File: src/rtl/button_debouncer.sv
// Push-button debouncer: 2-flop synchroniser, strobe-sampled stability counter, one-clk
// press/release pulses. Define BUTTON_AUTO_REPEAT_EN to add auto-repeat while held.
module button_debouncer #(
    parameter int unsigned STABLE_SAMPLES = 4,
    parameter int unsigned CNT_W          = 8,
    parameter bit          ACTIVE_LOW     = 1'b1,
    parameter int unsigned REPEAT_DELAY   = 2
) (
    input  logic clk,
    input  logic reset,
    input  logic btn_in,
    input  logic debounce_tick,
    input  logic repeat_tick,
    output logic btn_level,
    output logic press_pulse,
    output logic release_pulse
);

    localparam logic [1:0] StRel   = 2'd0;
    localparam logic [1:0] StPwait = 2'd1;
    localparam logic [1:0] StPrs   = 2'd2;
    localparam logic [1:0] StRwait = 2'd3;

    localparam logic             RelRaw  = ACTIVE_LOW;
    localparam logic [CNT_W-1:0] StableN = CNT_W'(STABLE_SAMPLES);
    localparam logic [CNT_W-1:0] CntOne  = CNT_W'(1);

    logic             sync1_q, sync2_q, tick_q;
    logic             btn_s, sample_en;
    logic [1:0]       state_q, state_d;
    logic [CNT_W-1:0] cnt_q, cnt_d, cnt_inc;
    logic             level_q, level_d;
    logic             press_q, press_d;
    logic             release_q, release_d;

    // tick_q resets high so a tick already high at reset release is not a strobe
    always_ff @(posedge clk) begin
        if (reset) begin
            sync1_q <= RelRaw;
            sync2_q <= RelRaw;
            tick_q  <= 1'b1;
        end else begin
            sync1_q <= btn_in;
            sync2_q <= sync1_q;
            tick_q  <= debounce_tick;
        end
    end

    assign btn_s     = sync2_q ^ RelRaw;
    assign sample_en = debounce_tick & ~tick_q;
    assign cnt_inc   = (cnt_q == '1) ? cnt_q : cnt_q + CntOne;

`ifdef BUTTON_AUTO_REPEAT_EN
    localparam logic [7:0] RepN = 8'(REPEAT_DELAY);

    logic       rtick_q, rep_edge;
    logic [7:0] rep_q, rep_d;

    assign rep_edge = repeat_tick & ~rtick_q;

    always_ff @(posedge clk) begin
        if (reset) begin
            rtick_q <= 1'b1;
            rep_q   <= '0;
        end else begin
            rtick_q <= repeat_tick;
            rep_q   <= rep_d;
        end
    end
`else
    logic unused_repeat_tick;
    assign unused_repeat_tick = repeat_tick;
`endif

    always_comb begin
        state_d   = state_q;
        cnt_d     = cnt_q;
        press_d   = 1'b0;
        release_d = 1'b0;
        if (sample_en) begin
            case (state_q)
                StRel: begin
                    if (btn_s) begin
                        if (STABLE_SAMPLES == 1) begin
                            state_d = StPrs;
                            press_d = 1'b1;
                            cnt_d   = '0;
                        end else begin
                            state_d = StPwait;
                            cnt_d   = CntOne;
                        end
                    end
                end
                StPwait: begin
                    if (!btn_s) begin
                        state_d = StRel;
                        cnt_d   = '0;
                    end else if (cnt_inc == StableN) begin
                        state_d = StPrs;
                        press_d = 1'b1;
                        cnt_d   = '0;
                    end else begin
                        cnt_d = cnt_inc;
                    end
                end
                StPrs: begin
                    if (!btn_s) begin
                        if (STABLE_SAMPLES == 1) begin
                            state_d   = StRel;
                            release_d = 1'b1;
                            cnt_d     = '0;
                        end else begin
                            state_d = StRwait;
                            cnt_d   = CntOne;
                        end
                    end
                end
                default: begin
                    if (btn_s) begin
                        state_d = StPrs;
                        cnt_d   = '0;
                    end else if (cnt_inc == StableN) begin
                        state_d   = StRel;
                        release_d = 1'b1;
                        cnt_d     = '0;
                    end else begin
                        cnt_d = cnt_inc;
                    end
                end
            endcase
        end

`ifdef BUTTON_AUTO_REPEAT_EN
        // Fresh press clears the repeat count; an aborted release wait resumes it
        rep_d = rep_q;
        if (press_d) begin
            rep_d = '0;
        end else if (state_q == StPrs && state_d == StPrs && rep_edge) begin
            if (rep_q < RepN) begin
                rep_d = rep_q + 8'd1;
            end else begin
                press_d = 1'b1;
            end
        end
`endif

        level_d = (state_d == StPrs) || (state_d == StRwait);
    end

    always_ff @(posedge clk) begin
        if (reset) begin
            state_q   <= StRel;
            cnt_q     <= '0;
            level_q   <= 1'b0;
            press_q   <= 1'b0;
            release_q <= 1'b0;
        end else begin
            state_q   <= state_d;
            cnt_q     <= cnt_d;
            level_q   <= level_d;
            press_q   <= press_d;
            release_q <= release_d;
        end
    end

    assign btn_level     = level_q;
    assign press_pulse   = press_q;
    assign release_pulse = release_q;

endmodule
File: config.mk
export PLATFORM = sky130hd
export DESIGN_NAME = button_debouncer
export DESIGN_NICKNAME = d
export VERILOG_FILES = /design/src/rtl/button_debouncer.sv
export SDC_FILE = /design/constraint.sdc
export NUM_CORES = 1
export LEC_CHECK = 0
export CAP_MARGIN = 0
export CORE_MARGIN = 4
export CORE_UTILIZATION = 52
export DETAILED_ROUTE_END_ITERATION = 16
export HOLD_SLACK_MARGIN = 0.05
export PLACE_DENSITY_LB_ADDON = 0.1
export SLEW_MARGIN = 20
export SYNTH_ARGS = -nofsm -noshare
export SYNTH_HDL_FRONTEND = slang
export SYNTH_SLANG_ARGS = --single-unit
File: constraint.sdc
create_clock -name clk -period 3.1 [get_ports clk]
set_input_delay 0.62 -clock clk [delete_from_list [all_inputs] [get_ports clk]]
set_output_delay 0.62 -clock clk [all_outputs]
set_load 0.03 [all_outputs]
Word level (Yosys, flattened, before mapping)

Index checks and enable logic that the tools add are counted.

Bits in registers: 16
Input bits: 5
Output and inout port bits: 3
Logic and storage cells: 43

Add/sub/neg operators: 1
Equality and inequality tests: 8
Muxes and demuxes: 16
Bitwise operators: 5
Reductions and logical operators: 5

Operators by type and width:

| cell                                           | count |
|---|---|
| 2-to-1 mux 8 bit                               | 6 |
| one-hot mux 8 bit (3 select lines)             | 1 |
| 2-to-1 mux 2 bit                               | 7 |
| adder 8 x 1 -> 8 bit (second input constant)   | 1 |
| == test 8 x 3 -> 1 bit (second input constant) | 1 |
| == test 8 bit (second input constant)          | 1 |
| == test 2 bit (second input constant)          | 3 |
| one-hot mux 2 bit (3 select lines)             | 1 |
| OR reduction 6 bit                             | 1 |
| != test 2 bit (second input constant)          | 2 |
| inverter 1 bit                                 | 4 |
| OR reduction 4 bit                             | 1 |
| AND reduction 3 bit                            | 1 |
| == test 2 x 1 -> 1 bit (second input constant) | 1 |
| logical NOT 2 bit                              | 1 |
| AND 1 bit                                      | 1 |
| logical OR 1 bit                               | 1 |
| 2-to-1 mux 1 bit                               | 1 |

Depth between registers and ports, before layout

Depth in word-level cells: 9
Mapped depth: 6
Mapped depth without buffers: 6

Worst setup path before layout

No wires, ideal clock.

Kind: in2reg
From: in debounce_tick
To: reg level_q (netlist: btn_level)
Library setup time: 71 ps
Arrival time: 1688 ps
Required time: 3029 ps
Setup slack: 1341 ps
Cell stages on the path: 5
Path buffers: 0
Cell sequence: nor2b_1 nand3_1 or2_1 or3_1 a21oi_1

Longest elaborated chain between the ends: 4
Elaborated cells on any way between the ends: 5
Classes of those cells: eq/ne: 2; mux: 1; bitwise: 1; reduce/logical: 1

RTL lines:

| item                 | RTL line | text |
|---|---|---|
| start, declared      | 12       | `input logic debounce_tick,` |
| AND 1 bit *          | 50       | `assign sample_en = debounce_tick & ~tick_q;` |
| 2-to-1 mux 2 bit *   | 80       | `if (sample_en) begin` |
| == test 2 bit        | 147      | `level_d = (state_d == StPrs) \|\| (state_d == StRwait);` |
| logical OR 1 bit *   | 147      |  |
| end signal, assigned | 160      | `level_q <= level_d;` |
| end, declared        | 32       | `logic level_q, level_d;` |

Every way passes the cells marked *; elsewhere a longest branch is shown, timed or not.
A chain may end at the register's enable or synchronous reset.

Worst setup path after layout

From: in debounce_tick
To: reg cnt_q[2]

Longest elaborated chain between the ends: 2

RTL lines:

| item                                 | RTL line | text |
|---|---|---|
| AND 1 bit                            | 50       |  |
| AND reduction 3 bit (no source line) | -        |  |
| end signal, assigned                 | 159      | `cnt_q <= cnt_d;` |
| end, declared                        | 31       | `logic [CNT_W-1:0] cnt_q, cnt_d, cnt_inc;` |

Every way passes these cells.

==> impl_metrics.py <==
metrics = {
    "outcome": {
        "status": "finished clean",
    },
    "yosys": {
        "synth-seq-cells": 16,
        "yosysWarnings": 0,
        "synthXorXnorAreaFrac": 0.0222,
        "yosysMostFrequentCell": "dfxtp_1",
        "synth_compound_area_frac": 0.192,
        "synth_ff_type": "dfxtp_1",
        "synth_mux_area_frac": 0.0127,
        "synth_top_area_frac": 0.406,
        "synth_area_per_cell_um2": 8.48,
        "yosysTopAreaCell": "dfxtp_1",
        "synth-edff-count": 0,
        "synth_top_family_by_area": "simple AND/OR/NAND/NOR gates",
        "synth.distinct_cells": 37,
        "seq_area_frac_synth": 0.406,
        "synth_common_cells": "dfxtp_1, a21oi_1, nand2_1, nor3_1",
        "synthAdderAreaFrac": 0.0159,
        "postSynthCellCount": 93,
        "async_flop_share": 0,
        "synthSimpleGateAreaFrac": 0.305,
        "synth_nets": 99,
        "syn-cell-area_um2": 788,
        "synth_area_leaders": "dfxtp_1, a21oi_1, nor3_1, nand2_1, nand3_1",
    },
    "sta": {
        "report.final.slew_viol_count": 0,
        "finalHoldViolCount": 0,
        "postLayoutSetupSlackWorst_ps": 941,
        "finalSetupViolations": 0,
        "fin_crit_ps": 2160,
        "timing.slew.headroom": 0.615,
        "grt_setup_unrepaired": "false",
        "clock_skew_ps": 7.71,
        "max_freq_mhz": 463,
        "post-route-period-util": 0.696,
        "final.setup.tns_ps": 0,
        "tightest_slew_ps": 574,
    },
    "power": {
        "seqPwrFrac": 0.583,
        "p_sw_frac": 0.205,
        "p_leak_uw": 0.000296,
        "total_power_uw": 358,
        "vdd_drop_max_mv": 0.241,
        "comb_power_share": 0.033,
        "clock_power_share": 0.384,
        "powerDensity_mw_per_mm2": 412,
        "p_switching_uw": 73.3,
        "p_int_uw": 285,
    },
    "die": {
        "coreArea_mm2": 0.00137,
        "dieArea_mm2": 0.00220,
        "die_w_um": 46.9,
        "die-height_um": 46.9,
        "ios": 8,
        "rows": 13,
        "initial_utilization": 0.577,
    },
    "setup_path": {
        "cpMaxStageDelayCell": "and3_1",
        "cp_num_buf_inv": 1,
        "crit_path_cell_trace": "clkdlybuf4s50_1 -> nor2b_1 -> and3_1 -> o21a_1 -> nor2_1 -> nor4_1",
        "cp-start-kind": "primary input",
        "cp.arrival_ps": 2360,
        "critPathKind": "primary input to flop",
        "end_kind": "flop",
        "rrSetupSlack_ps": 1310,
        "path_delay_family": "simple AND/OR/NAND/NOR gates",
        "critPathMaxFanout": 14,
        "slowest_delay_ps": 500,
        "cp.required_ps": 3300,
        "worstSetupPathDepth": 6,
        "reg2reg_depth": 6,
    },
    "routing": {
        "route.met2.wl_um": 618,
        "ant_nets": 0,
        "viasPerCell": 6.04,
        "drtIter0Drc": 18,
        "wl_met1_um": 789,
        "detail_route.wl_per_cell_um": 13.4,
        "drt_first_pass_iters": 4,
        "highest_layer": "met4",
        "wirelength_um": 1520,
        "drc": 0,
        "vias": 682,
        "wl_met3_um": 86,
    },
    "place": {
        "place.gp.congestion": 0.788,
        "post-dp-hpwl_um": 1030,
        "post-place-ws_ps": 636,
        "portBuffers": 6,
    },
    "clock_tree": {
        "hold_buffers": 0,
        "root_buffer": "clkbuf_4",
        "clock_sinks": 16,
        "ctsResizeCount": 0,
        "cts_setup_buffers": 0,
        "cts_buffer_depth": 2,
        "clock_latency_ps": 280,
        "cts-htree-levels": 1,
        "cts_buffers": 3,
        "cts_tree": "built",
        "path_clk_slew_ps": 100,
    },
    "cells_and_area": {
        "fillers": 131,
        "drive_gt1_frac": 0.112,
        "diodes": 0,
        "final_nets": 105,
        "multiInputGateArea_um2": 432,
        "syn_to_final_growth_pct": 10.5,
        "regArea_um2": 320,
    },
    "grt": {
        "gr-total-overflow": 0,
        "grt_max_degree": 17,
        "grtUsageTotal": 0.154,
        "grt_pass1_vias": 542,
        "antenna_found_initial": 0,
        "grt_pass1_wl_um": 2420,
    },
    "min_path": {
        "holdPathStages": 1,
        "min_path_type": "flop to flop",
    },
    "flow_run": {
        "drv_cap": 0,
    },
}
routing by layer:
metal	track usage	up-vias
li1	-	356
met4	0.0663	0
met2	0.198	18
met3	0.0345	4
met5	0	-
met1	0.240	304
sequential cells by signal (all words and copies together) (netlist names):
signal / count
sync2_q: 1
sync1_q: 1
state_q: 2
press_pulse: 1
cnt_q: 8
tick_q: 1
btn_level: 1
release_pulse: 1
path summary, 6_finish.rpt:
path,startpoint,end
worst max-delay path,debounce_tick,cnt_q[2]$_SDFFE_PP0P_
worst min-delay path,sync1_q$_SDFF_PP1_,sync2_q$_SDFF_PP1_
worst max register to register,cnt_q[0]$_SDFFE_PP0P_,cnt_q[2]$_SDFFE_PP0P_
worst min register to register,sync1_q$_SDFF_PP1_,sync2_q$_SDFF_PP1_
layout by cell type (no fill, tap or decap), types with 2 or more instances in the layout:
cell type,n
a21oi_1,12
a31oi_1,2
a41oi_1,2
clkbuf_4,3
clkdlybuf4s50_1,6
dfxtp_1,16
nand2_1,8
nand3_1,4
nand3b_1,2
nor2_1,4
nor2b_1,2
nor3_1,7
nor4_1,3
o21ai_0,2
or2_1,2
or2_2,3
area by class of cell:
| class | instances | share of cell area |
|---|---|---|
| multi-input cells | 71 | 0.496 |
| flip-flops and latches | 16 | 0.368 |
| repair buffers | 6 | 0.0690 |
| clock buffers | 4 | 0.0417 |
| well taps | 15 | 0.0216 |
| inverters | 1 | 0.00431 |
stage by stage:
step | std cells | utilization | cell area (um^2) | hold WS, ps
2_1_floorplan | 93 | - | 788 | 389
4_1_cts | 113 | 0.637 | 871 | 420
6_report | 113 | 0.637 | 871 | 418
3_3_place_gp | 109 | 0.611 | 835 | 392
5_1_grt | 113 | 0.637 | 871 | 428
3_5_place_dp | 109 | 0.611 | 835 | 397
worst reg2reg max path, stage by stage, from the launching register on:
cell,delay [ps]
dfxtp_1,360
ha_1,300
nand3_1,130
o211ai_2,90
o32a_1,260
a2111oi_0,460
nor4_1,80
cells by family (layout without fill, tap and decap cells):
family	after synthesis	after routing
adders and majority gates	1	1
xor gates and xnor gates	2	2
AOI/OAI and AO/OA	24	24
DFF	16	16
buffers and inverters	6	11
muxes	1	1
and+or+nand+nor	43	43
power by group through the flow:
stage	combinational (uW)	clock, uW	sequential, uW
detailed placement	11.9	0	214
finish	12.0	138	209
global placement	11.7	0	214
CTS	12.0	143	209
global route	12.9	152	209
floorplan	6.30	0	213
No activity file was read; power rests on OpenSTA's default activity.
